$ cat src/rtl/pot_scan_seq.sv
// pot_scan_seq: round-robin A2D conversion scheduler for the six slide pots.
// Optional: define POT_SMOOTH_EN for 1/4-weight IIR smoothing of captures.
module pot_scan_seq #(
  parameter int GAP_CYCLES = 64
) (
  input  logic        clk,
  input  logic        rst_n,
  input  logic        scan_en,
  input  logic        cnv_cmplt,
  input  logic [11:0] res,
  output logic        strt_cnv,
  output logic [2:0]  chnnl,
  output logic [11:0] LP_pot,
  output logic [11:0] B1_pot,
  output logic [11:0] B2_pot,
  output logic [11:0] B3_pot,
  output logic [11:0] HP_pot,
  output logic [11:0] volume,
  output logic        sweep_done
);

  typedef enum logic [1:0] {
    IDLE,
    START,
    WAIT,
    GAP
  } state_t;

  localparam logic [15:0] GAP_LD = 16'(GAP_CYCLES - 1);

  state_t      r_state;
  state_t      w_nxt;
  logic [2:0]  r_idx;
  logic [15:0] r_gap;
  logic        r_sweep;
  logic [11:0] r_pot [6];
  logic        w_cap;
  logic [11:0] w_old;
  logic [11:0] w_new;

  assign w_cap = (r_state == WAIT) && cnv_cmplt;

  // State register
  always_ff @(posedge clk or negedge rst_n) begin
    if (!rst_n) r_state <= IDLE;
    else        r_state <= w_nxt;
  end

  // Next-state and Moore request output
  always_comb begin
    w_nxt    = r_state;
    strt_cnv = 1'b0;
    case (r_state)
      IDLE: begin
        if (scan_en) w_nxt = START;
      end
      START: begin
        strt_cnv = 1'b1;
        w_nxt    = WAIT;
      end
      WAIT: begin
        if (cnv_cmplt) w_nxt = GAP;
      end
      GAP: begin
        if (r_gap == 16'd0) w_nxt = scan_en ? START : IDLE;
      end
      default: w_nxt = IDLE;
    endcase
  end

  // Gap counter: loaded at capture, counts down while in GAP
  always_ff @(posedge clk or negedge rst_n) begin
    if (!rst_n) begin
      r_gap <= 16'd0;
    end else if (w_cap) begin
      r_gap <= GAP_LD;
    end else if (r_state == GAP && r_gap != 16'd0) begin
      r_gap <= r_gap - 16'd1;
    end
  end

  // Pot index advances on capture; sweep pulse after the last pot
  always_ff @(posedge clk or negedge rst_n) begin
    if (!rst_n) begin
      r_idx   <= 3'd0;
      r_sweep <= 1'b0;
    end else begin
      r_sweep <= w_cap && (r_idx == 3'd5);
      if (w_cap) r_idx <= (r_idx == 3'd5) ? 3'd0 : r_idx + 3'd1;
    end
  end

  // Channel map from scan index
  always_comb begin
    chnnl = 3'd1;
    case (r_idx)
      3'd0:    chnnl = 3'd1;
      3'd1:    chnnl = 3'd0;
      3'd2:    chnnl = 3'd4;
      3'd3:    chnnl = 3'd2;
      3'd4:    chnnl = 3'd3;
      3'd5:    chnnl = 3'd7;
      default: chnnl = 3'd1;
    endcase
  end

  // Current value of the selected pot register
  always_comb begin
    w_old = 12'h000;
    case (r_idx)
      3'd0:    w_old = r_pot[0];
      3'd1:    w_old = r_pot[1];
      3'd2:    w_old = r_pot[2];
      3'd3:    w_old = r_pot[3];
      3'd4:    w_old = r_pot[4];
      3'd5:    w_old = r_pot[5];
      default: w_old = 12'h000;
    endcase
  end

`ifdef POT_SMOOTH_EN
  logic [5:0]         r_primed;
  logic               w_prm;
  logic signed [12:0] w_diff;
  logic signed [12:0] w_step;

  // Value to store: raw first sample, then old + diff/4
  always_comb begin
    w_prm  = 1'b0;
    case (r_idx)
      3'd0:    w_prm = r_primed[0];
      3'd1:    w_prm = r_primed[1];
      3'd2:    w_prm = r_primed[2];
      3'd3:    w_prm = r_primed[3];
      3'd4:    w_prm = r_primed[4];
      3'd5:    w_prm = r_primed[5];
      default: w_prm = 1'b0;
    endcase
    w_diff = $signed({1'b0, res}) - $signed({1'b0, w_old});
    w_step = w_diff >>> 2;
    w_new  = w_prm ? w_old + w_step[11:0] : res;
  end

  // Primed bits mark pots that already hold a real sample
  always_ff @(posedge clk or negedge rst_n) begin
    if (!rst_n) begin
      r_primed <= 6'd0;
    end else begin
      for (int i = 0; i < 6; i++) begin
        if (w_cap && r_idx == 3'(i)) r_primed[i] <= 1'b1;
      end
    end
  end
`else
  // Value to store: raw result
  always_comb begin
    w_new = res;
  end
`endif

  // Pot holding registers, written only on capture in WAIT
  always_ff @(posedge clk or negedge rst_n) begin
    if (!rst_n) begin
      for (int i = 0; i < 6; i++) r_pot[i] <= 12'h000;
    end else begin
      for (int i = 0; i < 6; i++) begin
        if (w_cap && r_idx == 3'(i)) r_pot[i] <= w_new;
      end
    end
  end

  assign LP_pot     = r_pot[0];
  assign B1_pot     = r_pot[1];
  assign B2_pot     = r_pot[2];
  assign B3_pot     = r_pot[3];
  assign HP_pot     = r_pot[4];
  assign volume     = r_pot[5];
  assign sweep_done = r_sweep;

endmodule

$ cat config.mk
export PLATFORM = sky130hd
export DESIGN_NAME = pot_scan_seq
export DESIGN_NICKNAME = d
export VERILOG_FILES = /design/src/rtl/pot_scan_seq.sv
export SDC_FILE = /design/constraint.sdc
export NUM_CORES = 1
export LEC_CHECK = 0
export CAP_MARGIN = 20
export CORE_ASPECT_RATIO = 2
export CORE_UTILIZATION = 25
export CTS_BUF_LIST = sky130_fd_sc_hd__clkbuf_2 sky130_fd_sc_hd__clkbuf_4 sky130_fd_sc_hd__clkbuf_8
export DETAILED_ROUTE_END_ITERATION = 12
export HOLD_SLACK_MARGIN = 0.08
export PLACE_DENSITY_LB_ADDON = 0.2
export SETUP_SLACK_MARGIN = 0.3
export SLEW_MARGIN = 20
export SYNTH_ARGS = -nofsm -noshare
export SYNTH_HDL_FRONTEND = slang
export SYNTH_SLANG_ARGS = --single-unit
$ cat constraint.sdc
create_clock -name clk -period 5.98 [get_ports clk]
set_clock_uncertainty 0.05 [all_clocks]
set_input_delay 1.196 -clock clk [delete_from_list [all_inputs] [get_ports clk]]
set_output_delay 1.196 -clock clk [all_outputs]
set_load 0.05 [all_outputs]
### Word-level counts from Yosys, hierarchy flattened

Cells that the tools add are included.

* $add $sub $neg: 2
* equality and inequality tests: 11
* mux-type cells: 10
* reduce and logical (&&, ||, !) cells: 14

Operators by type and width (number)
* $mux W16: 2
* $logic_not A16 Y1: 1
* $reduce_bool A16 Y1: 1
* $sub A16 B1 Y16 const B: 1
* $pmux W3 S5: 1
* $logic_and A1 B1 Y1: 8
* $pmux W2 S4: 1
* $eq A3 B2 Y1 const B: 2
* $eq A3 B3 Y1 const B: 2
* $mux W2: 3
* $ne A2 B2 Y1 const B: 3
* $eq A2 B2 Y1 const B: 2
* $add A3 B1 Y3 const B: 1
* $eq A3 B1 Y1 const B: 1
* $logic_not A3 Y1: 1
* $mux W3: 1
* $reduce_and A3 Y1: 1
* $eq A2 B1 Y1 const B: 1
* $logic_not A2 Y1: 1
* $mux W1: 2
* $reduce_bool A2 Y1: 1

* output and inout port bits: 77
* bits in registers: 94
* input port bits: 16
* word-level logic and storage cells: 47

### Longest topological paths before layout

Gate-level depths: netlist of run 1.

* depth after elaboration: 4
* mapped depth: 6

### Least setup slack after synthesis of run 1

Ideal clock, no wire load.

* path kind: register to output
* start: reg r_idx[0]
* end: out chnnl[2]
* stages on the path, launching flop included: 3
* path slack: 3.424 ns
* arrival: 1.310 ns
* required time: 4.734 ns
* cell sequence: dfrtp_1 -> nand2b_1 -> o21bai_1

* longest elaborated chain between the ends: 2

RTL lines
* start: declaration: RTL line 33 `logic [2:0] r_idx;`
* start signal: assignment: RTL line 89 `if (w_cap) r_idx <= (r_idx == 3'd5) ? 3'd0 : r_idx + 3'd1;`
* $eq A3 B3 Y1, or another cell as far along: RTL line 96 `case (r_idx)`
* $pmux W3 S5 (*): RTL line 96
* end: declaration: RTL line 12 `output logic [2:0] chnnl,`

Every way passes the cells marked *; elsewhere a longest branch is shown, timed or not.

### Worst setup path after layout of run 1

* start: reg r_idx[2]
* end: out chnnl[1]

Same word-level chain as after synthesis.

==> metrics.md, run 1 <==
| Metric | Value |
|---|---|
| Status | `finished clean` |
| Hold Path Stages | `1` |
| Multi-input logic area | `1650 um^2` |
| Starting density of the core | `25.7%` |
| Starting DRT DRC Count | `71` |
| Slowest CP cell | `clkdlybuf4s50_1` |
| CTS buffer count | `9` |
| Final core occ | `34.1%` |
| Synth-to-layout area growth | `32.9%` |
| Gr ovfl total | `0` |
| Critical Path RT | `4.73 ns` |
| Hold worst-path end | `LP_pot[8]` |
| Synthesized instance count | `302` |
| Final setup margin | `2.47 ns` |
| Met3 Use GR | `2.58%` |
| Share of layout cells above drive strength 1 | `25.4%` |
| VDD IR max | `0.325 mV` |
| M2 GR Usage | `26.3%` |
| WL final | `10.9 mm` |
| Final nets | `422` |
| # setup viols final | `0` |
| Reg2Reg Launch Point | `r_state[0]` |
| Worst-Margin Slew | `0.854 ns` |
| Hold_sp | `LP_pot[8]` |
| Clock latency on the worst-skew pair | `0.37 ns` |
| Endpoints failing hold | `0` |
| Clock Tree Buf Depth | `2` |
| Vias/cell | `4.63` |
| Minimum clock period | `3.51 ns` |
| Fmax | `285 MHz` |
| Post-synth ARST share | `100%` |
| TritonCTS clock tree | `done` |
| GPL Wtd Cong | `0.787` |
| WS Path Type | `reg -> out` |
| Die ar. | `16800 um^2` |
| R2r setup slk | `3.32 ns` |
| Ports | `93` |
| Largest net degree at the start of global routing | `53` |
| CP Launch Type | `register` |
| Vias in the first global route | `2969` |
| Row Count | `65` |
| Net Switching | `1550 uW` |
| WP buf/inv | `1` |
| Drt pass-1 iters | `4` |
| Clock Tree Root | `clkbuf_8` |
| Crit-path cells | `ha_1 -> o21ai_0 -> o21a_1 -> clkdlybuf4s50_1` |
| Leakage power total | `0.00234 uW` |
| Max_cap viols | `0` |
| CTS sink cnt | `94` |
| Post-place setup slack | `2.19 ns` |
| Reg-to-reg endpoint | `LP_pot[10]` |
| Final number of max-transition violations | `0` |
| Syn Nets | `325` |
| Flops & latches, synth | `94` |
| Post-CTS Resized | `0` |
| Worst Hold Slack | `0.462 ns` |
| WP data arrival | `2.26 ns` |
| Pwr Density | `599 nW/um^2` |
| Area leader, netlist | `dfrtp_1` |
| Storage element area | `2350 um^2` |
| Max-Slew Margin vs Limit | `42.9%` |
| Clock Power Share | `11.6%` |
| Synth Warn # | `0` |
| Levels on crit path | `4` |
| Worst Hold Class | `reg -> reg` |
| Antenna violation net count after detailed routing | `0` |
| Synth top area cells | `dfrtp_1 (58%), mux2_2 (20%), ha_1 (2.2%), a21oi_1 (1.1%), nand2_1 (1.0%)` |
| Worst-path fanout max | `8` |
| Main synth FF type | `dfrtp_1` |
| Unrepaired setup endpoints after global routing | `no` |
| Syn_area_per_cell | `13.4 um^2` |
| PortBufs | `92` |
| Layer with the highest usage | `met2` |
| Comb power frac | `56.5%` |
| First-pass GRT wire length | `17.4 mm` |
| Sw frac | `48.0%` |
| Met1 usage | `15.2%` |
| Largest delay contributor family on the critical path | `buffers and inverters` |
| Postcts setup bufs | `0` |
| EDFF count, synth | `0` |
| Top-area cell type share of the netlist area | `58.0%` |
| Part of the cycle the worst path needs | `58.6%` |
| CP Capture Type | `output port` |
| P_int | `1680 uW` |
| CTS clock-pin slew for the worst setup and hold paths | `0.08 ns` |
| Crit-path max cell delay | `0.83 ns` |
| Post-synthesis instance area | `4050 um^2` |
| Die width | `92.0 um` |
| Initial antenna violation count | `0` |
| DRC | `0` |
| Die Height | `182 um` |
| CP Launch Point | `r_idx[2]` |
| Overall Global Routing Usage | `13.9%` |
| Setup_tns | `0 ns` |
| Seq/Total Area, Yosys | `58.0%` |
| Detailed placement HPWL | `7.88 mm` |
| ANT cells | `0` |
| Yosys cell types | `47` |
| R2R depth | `5` |
| H-tree depth | `3` |
| Routed wire per std cell | `18.0 um` |
| Post-CTS Hold Fix Bufs | `0` |
| Core outline area | `15800 um^2` |
| Via count | `2790` |
| Fillers | `1591` |
| Flop pwr share | `31.9%` |
==> worst register-to-register path, delay by kind of cell, from the launching register on <==
kind                       cells  cell delay (ns)
adders and majority gates      1             0.19
buffers and inverters          1             0.12
DFF                            1             0.41
muxes                          1             0.53
and+or+nand+nor                2             1.22
==> synth_stat cells, types with 5 or more instances <==
cell type	number
nor2_1	11
dfrtp_1	94
o21ai_0	7
nand2_1	11
and2_1	5
mux2_2	73
inv_1	9
a21oi_1	9
nor3_1	5
o31ai_1	5
ha_1	7
==> logic make-up (layout without fill, tap and decap cells) <==
family / count (synthesis) / after routing / share of synthesized area [%]
XOR/XNOR: 1 / 1 / 0.216
AND/OR/NAND/NOR: 66 / 66 / 9.94
adder cells (fa/ha/maj): 7 / 7 / 2.16
flip-flops: 94 / 94 / 58.0
buffers and inverters: 18 / 118 / 1.79
AO/OA/AOI/OAI: 40 / 40 / 6.82
multiplexers: 76 / 76 / 21.0
==> metal layers <==
metal / vias to the layer above / routed length [um]
met1: 1434 / 4120
met5: - / 0
met4: 0 / 175
met2: 52 / 6220
li1: 1290 / -
met3: 14 / 339
==> power groups by stage <==
stage / Sequential, uW / Combinational [uW] / Clock (uW)
after floorplan: 1780 / 452 / 0
after global placement: 1040 / 1830 / 0
after detailed placement: 1050 / 1850 / 0
after CTS: 1030 / 1850 / 399
after global routing: 1070 / 1910 / 421
final: 1030 / 1820 / 375
==> through the flow <==
| stage | cells | instance area (um^2) | total power (uW) |
|---|---|---|---|
| 2_1_floorplan | 302 | 4050 | 2240 |
| 3_3_place_gp | 589 | 5220 | 2880 |
| 3_5_place_dp | 589 | 5220 | 2890 |
| 4_1_cts | 603 | 5380 | 3280 |
| 5_1_grt | 603 | 5390 | 3400 |
| 6_report | 603 | 5390 | 3230 |
==> cell type report <==
cell class | instances | area share (%)
flip-flops and latches | 94 | 43.7
multi-input cells | 190 | 30.6
repair buffers | 95 | 17.5
well taps | 201 | 4.67
clock buffers | 9 | 2.30
clock inverters | 5 | 0.673
inverters | 9 | 0.627
==> flip-flops by register name, indices dropped and copies added (netlist names) <==
register and cells:
r_gap 16, B1_pot 12, LP_pot 12, HP_pot 12, r_state 2, volume 12, sweep_done 1, r_idx 3
B2_pot 12, B3_pot 12
==> how the worst max path moves through the flow <==
stage,to
after floorplan,chnnl[2]
after global placement,B2_pot[7]
after detailed placement,B2_pot[1]
after CTS,chnnl[1]
after global routing,chnnl[1]
final,chnnl[1]
==> layout by cell type (no fill, tap or decap), types with 3 or more instances in the layout <==
cell	n
dfrtp_1	94
clkdlybuf4s50_1	91
mux2_2	73
nand2_1	11
nor2_1	11
inv_1	9
a21oi_1	9
clkbuf_8	9
o21ai_0	7
ha_1	7
and2_1	5
o31ai_1	5
nand2b_1	4
nor3_2	4
nand3_1	4
nor4_1	4
and3_1	4
a31oi_1	4
buf_4	4
mux2i_1	3
clkinvlp_4	3
No activity file was read; power rests on OpenSTA's default activity.
==> inputs of run 2 (changes only) <==
==> constraint.sdc (replaced) <==
create_clock -name clk -period 2.9 [get_ports clk]
set_clock_uncertainty 0.05 [all_clocks]
set_input_delay 0.58 -clock clk [delete_from_list [all_inputs] [get_ports clk]]
set_output_delay 0.58 -clock clk [all_outputs]
set_load 0.05 [all_outputs]
==> run 2 against run 1 <==
Effect of this change:
- power up 110%
- largest cell class unchanged
- sequential share of layout area down 1.2 points
- highest routed layer unchanged
- utilization up 1.0 points
- non-clock buffer count up 11
- wire length up 1.5%
- design area up 2.9%
==> metrics.md, run 2 (synthesis gave the netlist of run 1 again) <==
| Metric | Value |
|---|---|
| Max reg flops | `16 (unchanged)` |
| Row Count | `65 (unchanged)` |
| Endpoints failing hold | `0 (unchanged)` |
| CTS sink cnt | `94 (unchanged)` |
| Worst-Margin Slew | `0.648 ns (was 0.854 ns)` |
| Critical Path RT | `2.27 ns (was 4.73 ns)` |
| Final number of max-transition violations | `0 (unchanged)` |
| Dpl cell area | `5320 um^2 (was 5220 um^2)` |
| Vias/cell | `4.67 (was 4.63)` |
| Pwr Density | `1240 nW/um^2 (was 599 nW/um^2)` |
| R2r setup slk | `0.69 ns (was 3.32 ns)` |
| Drt pass-1 iters | `4 (unchanged)` |
| Ports | `93 (unchanged)` |
| Die Height | `182 um (unchanged)` |
| Clock Tree Buf Depth | `2 (unchanged)` |
| Starting density of the core | `25.7% (unchanged)` |
| Most frequent cells in the layout | `dfrtp_1 (94), clkdlybuf4s50_1 (88), mux2_2 (73) (was dfrtp_1 (94), clkdlybuf4s50_1 (91), mux2_2 (73))` |
| Overall Global Routing Usage | `14.0% (was 13.9%)` |
| Clock Tree Root | `clkbuf_8 (unchanged)` |
| PortBufs | `92 (unchanged)` |
| Postcts setup bufs | `0 (unchanged)` |
| WP data arrival | `1.85 ns (was 2.26 ns)` |
| # setup viols final | `0 (unchanged)` |
| CTS buffer count | `9 (unchanged)` |
| Setup_tns | `0 ns (unchanged)` |
| First-pass GRT wire length | `17.3 mm (was 17.4 mm)` |
| WL final | `11.0 mm (was 10.9 mm)` |
| Unrepaired setup endpoints after global routing | `no (unchanged)` |
| TritonCTS clock tree | `done (unchanged)` |
| Die ar. | `16800 um^2 (unchanged)` |
| Core outline area | `15800 um^2 (unchanged)` |
| DRC | `0 (unchanged)` |
| Worst-path fanout max | `5 (was 8)` |
| Worst Hold Slack | `0.171 ns (was 0.462 ns)` |
| Reg2Reg Launch Point | `r_gap[0] (was r_state[0])` |
| Initial antenna violation count | `0 (unchanged)` |
| Vias in the first global route | `2945 (was 2969)` |
| Via count | `2869 (was 2790)` |
| Synth-to-layout area growth | `36.8% (was 32.9%)` |
| Routed wire per std cell | `17.9 um (was 18.0 um)` |
| R2R depth | `6 (was 5)` |
| VDD IR max | `0.501 mV (was 0.325 mV)` |
| Minimum clock period | `2.48 ns` |
| Post-CTS Hold Fix Bufs | `0 (unchanged)` |
| Reg-to-reg endpoint | `r_state[1] (was LP_pot[10])` |
| Share of layout cells above drive strength 1 | `27.8% (was 25.4%)` |
| CTS clock-pin slew for the worst setup and hold paths | `0.10 ns (was 0.08 ns)` |
| Clock latency on the worst-skew pair | `0.36 ns (was 0.37 ns)` |
| Die width | `92.0 um (unchanged)` |
| H-tree depth | `3 (unchanged)` |
| Max_cap viols | `0 (unchanged)` |
| Starting DRT DRC Count | `126 (was 71)` |
| Top reg by flops | `r_gap (unchanged)` |
| Status | `finished clean (unchanged)` |
| Largest net degree at the start of global routing | `44 (was 53)` |
| Worst Hold Class | `in -> async (was reg -> reg)` |
| Detailed placement HPWL | `8.01 mm (was 7.88 mm)` |
| Gr ovfl total | `0 (unchanged)` |
| Final nets | `433 (was 422)` |
| Leakage power total | `0.00244 uW (was 0.00234 uW)` |
| Commonest non-fill, non-tap cell in the layout | `dfrtp_1 (unchanged)` |
| Fmax | `403 MHz` |
| Antenna violation net count after detailed routing | `0 (unchanged)` |
| Part of the cycle the worst path needs | `85.6%` |
| WS Path Type | `reg -> out (unchanged)` |
| CP Launch Type | `register (unchanged)` |
| Max-Slew Margin vs Limit | `55.7% (was 42.9%)` |
| Final Instance Area | `5550 um^2 (was 5390 um^2)` |
| CP Capture Type | `output port (unchanged)` |
| GPL Wtd Cong | `0.760 (was 0.787)` |
| ANT cells | `0 (unchanged)` |
| Post-CTS Resized | `3 (was 0)` |
run 2: cell count changes in the layout (fill, tap and decap cells not counted), sizes merged, moves of 2 or more:
| cell | previous run | this run |
|---|---|---|
| buf | 4 | 15 |
| bufinv | 0 | 3 |
| clkinvlp | 3 | 1 |
| clkdlybuf4s50 | 91 | 88 |
run 2: per-stage QoR:
| stage | std cells | worst slack, ns | util (%) | power [uW] |
|---|---|---|---|---|
| after CTS | 615 | 0.312 | 35.2 | 7000 |
| after floorplan | 302 | 0.953 | - | 4610 |
| after detailed placement | 600 | 0.463 | 33.7 | 5950 |
| final | 615 | 0.417 | 35.1 | 6890 |
| after global placement | 600 | 0.484 | 33.7 | 5920 |
| after global routing | 615 | 0.319 | 35.1 | 7250 |
run 2: worst max-delay path, stage by stage (launching register included):
cell	delay, ns
dfrtp_1	0.44
inv_1	0.10
ha_1	0.15
clkdlybuf4s50_1	0.80
run 2: layout make-up:
| cell class | instances | area, um^2 |
|---|---|---|
| well taps | 201 | 251 |
| flip-flops and latches | 94 | 2350 |
| repair buffers | 106 | 1030 |
| inverters | 9 | 33.8 |
| clock inverters | 6 | 111 |
| clock buffers | 9 | 124 |
| fillers | 1605 | 10200 |
| multi-input cells | 190 | 1640 |
run 2: power breakdown:
part	total, uW	internal, uW	switching, uW
registers	2110	1810	301
clock network	1030	568	460
logic	3750	1350	2400
run 2: metal layers:
metal	GRT usage [%]	part of all wire (%)
met3	2.88	3.6
met2	24.7	55
met5	0	0
met4	5.88	3.0
met1	16.1	39
run 2: worst max-delay path by stage:
| stage | start | endpoint |
|---|---|---|
| after CTS | r_idx[2] | chnnl[1] |
| after global routing | r_state[1] | strt_cnv |
| final | r_state[1] | strt_cnv |
| after global placement | r_idx[2] | chnnl[1] |
| after detailed placement | r_idx[2] | chnnl[1] |
| after floorplan | r_gap[0] | r_state[1] |
==> inputs of run 3 (changes only) <==
--- a/config.mk
+++ b/config.mk
@@ -10,6 +10,7 @@
 export CORE_UTILIZATION = 25
 export CTS_BUF_LIST = sky130_fd_sc_hd__clkbuf_2 sky130_fd_sc_hd__clkbuf_4 sky130_fd_sc_hd__clkbuf_8
 export DETAILED_ROUTE_END_ITERATION = 12
+export GPL_ROUTABILITY_DRIVEN = 1
 export HOLD_SLACK_MARGIN = 0.08
 export PLACE_DENSITY_LB_ADDON = 0.2
 export SETUP_SLACK_MARGIN = 0.3
==> results of run 3 <==
The final DEF is identical to that of run 2; final timing and power are the same.
